<file path="config.mk">
export PLATFORM = sky130hd
export DESIGN_NAME = drop_actuator_ctrl
export DESIGN_NICKNAME = d
export VERILOG_FILES = /design/src/rtl/drop_actuator_ctrl.sv
export SDC_FILE = /design/constraint.sdc
export NUM_CORES = 1
export LEC_CHECK = 0
export BUFFER_PORTS_ARGS = -buffer_cell sky130_fd_sc_hd__buf_2
export CAP_MARGIN = 40
export CELL_PAD_IN_SITES_DETAIL_PLACEMENT = 0
export CELL_PAD_IN_SITES_GLOBAL_PLACEMENT = 1
export CORE_ASPECT_RATIO = 1.75
export CORE_UTILIZATION = 36
export DETAILED_ROUTE_END_ITERATION = 6
export HOLD_SLACK_MARGIN = 0.08
export PLACE_DENSITY_LB_ADDON = 0.1
export SLEW_MARGIN = 20
export SYNTH_ARGS = -nofsm -noshare
export SYNTH_HDL_FRONTEND = slang
export SYNTH_SLANG_ARGS = --single-unit
</file>
<file path="constraint.sdc">
create_clock -name clk -period 1.9 [get_ports clk]
set_input_delay 0.38 -clock clk [delete_from_list [all_inputs] [get_ports clk]]
set_output_delay 0.38 -clock clk [all_outputs]
set_load 0.005 [all_outputs]
</file>
<file path="src/rtl/drop_actuator_ctrl.sv">
// drop_actuator_ctrl: turns the baggage_drop decision into a confirmed, timed
// hatch-open command, supervises hatch closure and latches a close-timeout fault.
// Build option: define DROP_COUNTER_EN to enable the saturating drop_count;
// when it is undefined, drop_count is tied to zero.
//
// state       | meaning
// ------------+-----------------------------------------------------------
// S_IDLE      | waiting for an armed request
// S_CONFIRM   | request must persist CONFIRM_CYC cycles (glitch filter)
// S_OPEN      | hatch_open_cmd high for OPEN_CYC cycles, abort closes early
// S_CLOSING   | waiting for hatch_closed, bounded by CLOSE_TIMEOUT
// S_COOLDOWN  | requests ignored for COOLDOWN_CYC cycles
// S_FAULT     | hatch failed to close; left only through rst_n
module drop_actuator_ctrl #(
  parameter int CONFIRM_CYC   = 4,
  parameter int OPEN_CYC      = 16,
  parameter int CLOSE_TIMEOUT = 32,
  parameter int COOLDOWN_CYC  = 8,
  parameter int CNT_W         = 8
) (
  input  logic             clk,
  input  logic             rst_n,
  input  logic             drop_activated,
  input  logic             drop_en,
  input  logic             abort,
  input  logic             hatch_closed,
  output logic             hatch_open_cmd,
  output logic             busy,
  output logic             done,
  output logic             fault,
  output logic [CNT_W-1:0] drop_count
);

  localparam int MAX_CO  = (CONFIRM_CYC > OPEN_CYC) ? CONFIRM_CYC : OPEN_CYC;
  localparam int MAX_CC  = (CLOSE_TIMEOUT > COOLDOWN_CYC) ? CLOSE_TIMEOUT : COOLDOWN_CYC;
  localparam int MAX_ALL = (MAX_CO > MAX_CC) ? MAX_CO : MAX_CC;
  localparam int TW      = (MAX_ALL > 1) ? $clog2(MAX_ALL) : 1;

  localparam logic [TW-1:0] CONFIRM_LAST = TW'(CONFIRM_CYC - 1);
  localparam logic [TW-1:0] OPEN_LAST    = TW'(OPEN_CYC - 1);
  localparam logic [TW-1:0] CLOSE_LAST   = TW'(CLOSE_TIMEOUT - 1);
  localparam logic [TW-1:0] COOL_LAST    = TW'(COOLDOWN_CYC - 1);

  typedef enum logic [2:0] {
    S_IDLE,
    S_CONFIRM,
    S_OPEN,
    S_CLOSING,
    S_COOLDOWN,
    S_FAULT
  } state_t;

  state_t        state;
  logic [TW-1:0] cnt;
  logic          armed;
  logic          req;

  assign req = drop_activated & drop_en & ~abort;

  // Sequencer: state, shared cycle counter, re-arm flag and all registered outputs.
  always_ff @(posedge clk or negedge rst_n) begin
    if (!rst_n) begin
      state          <= S_IDLE;
      cnt            <= '0;
      armed          <= 1'b1;
      hatch_open_cmd <= 1'b0;
      busy           <= 1'b0;
      done           <= 1'b0;
      fault          <= 1'b0;
    end else begin
      done <= 1'b0;
      // Any low sample of the decision re-arms; OPEN entry below clears it again.
      if (!drop_activated) armed <= 1'b1;
      case (state)
        S_IDLE: begin
          if (req && armed) begin
            state <= S_CONFIRM;
            cnt   <= '0;
            busy  <= 1'b1;
          end
        end
        S_CONFIRM: begin
          if (!req) begin
            state <= S_IDLE;
            cnt   <= '0;
            busy  <= 1'b0;
          end else if (cnt == CONFIRM_LAST) begin
            state          <= S_OPEN;
            cnt            <= '0;
            armed          <= 1'b0;
            hatch_open_cmd <= 1'b1;
          end else begin
            cnt <= cnt + TW'(1);
          end
        end
        S_OPEN: begin
          if (abort || cnt == OPEN_LAST) begin
            state          <= S_CLOSING;
            cnt            <= '0;
            hatch_open_cmd <= 1'b0;
          end else begin
            cnt <= cnt + TW'(1);
          end
        end
        S_CLOSING: begin
          // Closure wins over the timeout when both happen on the same cycle.
          if (hatch_closed) begin
            state <= S_COOLDOWN;
            cnt   <= '0;
            done  <= 1'b1;
          end else if (cnt == CLOSE_LAST) begin
            state <= S_FAULT;
            cnt   <= '0;
            fault <= 1'b1;
          end else begin
            cnt <= cnt + TW'(1);
          end
        end
        S_COOLDOWN: begin
          if (cnt == COOL_LAST) begin
            state <= S_IDLE;
            cnt   <= '0;
            busy  <= 1'b0;
          end else begin
            cnt <= cnt + TW'(1);
          end
        end
        S_FAULT: begin
          state <= S_FAULT;
        end
        default: begin
          state          <= S_IDLE;
          cnt            <= '0;
          hatch_open_cmd <= 1'b0;
          busy           <= 1'b0;
          fault          <= 1'b0;
        end
      endcase
    end
  end

`ifdef DROP_COUNTER_EN
  // Completed-drop counter: steps on the same edge that raises done, saturates at all-ones.
  always_ff @(posedge clk or negedge rst_n) begin
    if (!rst_n) begin
      drop_count <= '0;
    end else if (state == S_CLOSING && hatch_closed && drop_count != {CNT_W{1'b1}}) begin
      drop_count <= drop_count + CNT_W'(1);
    end
  end
`else
  assign drop_count = '0;
`endif

endmodule
</file>
==> metrics.cfg <==
[synthesis]
synthTopCellsByArea=dfrtp_1 (33%), buf_4 (7.4%), ha_1 (5.5%)
ys_seq_area_share_pct=35.7
synth_ff_type=dfrtp_1
avgSynthCellArea_um2=9.64
synth_top_area_share_pct=32.8
ys_types=44
yosysTopAreaCell=dfrtp_1
synth_seq_cells=13
yosys_warnings=0
async_flop_share_pct=100
syn_area_um2=916
synth_enable_flop_cells=0
synth_cells=95

[grt]
grt_max_degree=14
grt_use_met1_pct=19.4
met3_usage_pct=1.92
grt_first_pass_wirelength_um=3380
grt_pass1_vias=703
track_usage_pct=18.6
grt_overflow=0
grt.busiest_layer=met2
grt_antenna_before_repair=0
grtUsageMet2_pct=34.7

[critical_path]
arrival_ps=1930
required_ps=2040
crit_fanout=4
startpoint_type=flip-flop
endpoint_kind=flip-flop
critical_path_class=reg2reg

[sta]
fin_crit_ps=1790
setup_viol=0
rsz0062_at_grt=no
slew_viol_final=0
hold_violations=0
fin_crit_sh_pct=94.4
skew_ps=6.77
fmax_mhz=558
finalSetupTns_ps=0

[route]
wl_per_cell_um=15.2
vias=730
drt_iter0_drc=10
drt_pass1_iterations=4
drc=0
antenna_left=0
vias_per_cell=5.21
wl_um=2130

[pwr]
powerDensity_nw_per_um2=522
vdd_drop_max_mv=0.282
p_leak_nw=0.508

[cts]
cts_tree=done
cts_setup_buffers=0
root_buffer=clkbuf_8
clock_latency_ps=250
cts.sinks=13
ctsLongestPathBuffers=2
clk_pin_slew_ps=60
cts_made_buffers=3
cts_htree_levels=1

[place]
port_buffers=9
place_congestion=0.778
dp_hpwl_um=1710

[floorplanning]
die_h_um=68.7
rows=23
core_um2=2360
chipWidth_um=40.1
die_area_um2=2760
initial_utilization_pct=38.8
ioPinCount=18

[job]
maxCapViolCount=0

[layout]
multi_input_area_um2=505
fin_nets=126
area_delta_synth_final_pct=16.7
fillers=250
drive_gt1_share_pct=32.2
ff_latch_area_um2=327
finish.utilization_pct=45.3
diodes=0

[worst_hold_path]
hold_path.class=in2reg

[status]
outcome=complete, no violations

[sequential cells by signal, summed over array words and instances, names as in the netlist]
register	count
hatch_open_cmd	1
state	3
busy	1
armed	1
done	1
fault	1
cnt	5
[cell families (layout without fill, tap and decap cells)]
| logic type | after synthesis | count (layout) | synth area share (%) |
|---|---|---|---|
| adders and majority gates | 4 | 4 | 5.46 |
| AOI/OAI and AO/OA | 31 | 31 | 22.5 |
| xor gates and xnor gates | 1 | 1 | 0.956 |
| and+or+nand+nor | 28 | 28 | 20.9 |
| other | 1 | 8 | 0.409 |
| DFF | 13 | 13 | 35.7 |
| buffers and inverters | 17 | 30 | 14.1 |
[metal layers]
layer	vias up	routed length, µm	part of all wire (%)
li1	364	-	-
met1	354	785	37
met2	7	1280	60
met3	5	26	1.2
met4	0	35	1.6
met5	-	0	0
[placed cells by master, fill, tap and decap left out, drive strengths merged, types with 2 or more instances in the layout]
| cell | instances |
|---|---|
| inv | 4 |
| o21ai | 10 |
| nor2 | 3 |
| nor2b | 3 |
| and2b | 2 |
| and3 | 3 |
| nor3 | 2 |
| clkbuf | 4 |
| a21oi | 6 |
| conb | 8 |
| nand2b | 2 |
| dfrtp | 12 |
| nand2 | 6 |
| buf | 21 |
| o21bai | 2 |
| a31oi | 2 |
| ha | 4 |
| nor3b | 2 |
[what timing repair did]
action,4_1_cts,5_1_grt
hold endpoints to repair,12,0
hold buffers,1,0
setup endpoints to repair,0,5
gates resized for setup,0,3
[path summary, 6_finish.rpt]
path                                     start             end  slack, ps  cells after the start
worst max register to register          cnt[1]        state[1]        110                      8
worst min register to register  hatch_open_cmd  hatch_open_cmd        530                      2
worst max-delay path                    cnt[1]        state[1]        110                      8
min in group asynchronous                rst_n          cnt[1]        550                      2
worst min-delay path              hatch_closed            done        440                      2
max in group asynchronous                rst_n           armed       1060                      2
[per-stage QoR]
step | std cells | instance area [µm²] | setup WS, ps | total power [mW] | hold slack, ps
floorplan | 102 | 948 | 33.4 | 0.304 | 84.4
global placement | 135 | 1000 | 63.8 | 0.305 | 297
detailed placement | 135 | 1000 | 40.3 | 0.304 | 297
CTS | 140 | 1060 | 23.2 | 0.560 | 431
global route | 140 | 1070 | 10.4 | 0.577 | 464
finish | 140 | 1070 | 107 | 0.558 | 437
[power breakdown]
group / switching (mW) / total (mW) / internal, mW
Sequential: 0.0000000000000000512 / 0.277 / 0.277
Combinational: 0.0159 / 0.0242 / 0.00829
Clock: 0.108 / 0.256 / 0.148
Total: 0.124 / 0.558 / 0.434
[cell usage after synthesis, types with 3 or more instances]
cell / count
a21oi_1: 5
buf_4: 9
dfrtp_1: 12
ha_1: 4
inv_1: 4
nand2_1: 6
nor2_1: 3
nor2b_1: 3
o21ai_0: 6
o21ai_1: 3
[final cells by class]
cell class                 count  share of cell area [%]
multi-input combinational     72                    47.3
clock buffer                   4                    4.22
timing repair buffer          22                    13.6
sequential                    13                    30.6
inverter                       4                    1.41
tap                           25                    2.93
[worst max-delay path, cell delays in order (launching register included)]
cell,delay (ps)
dfrtp_1,380
ha_2,170
and3_4,180
ha_2,160
nor3_2,90
and3_1,190
a31o_2,110
and2b_4,200
a32o_1,190
No activity file was read; power rests on OpenSTA's default activity.
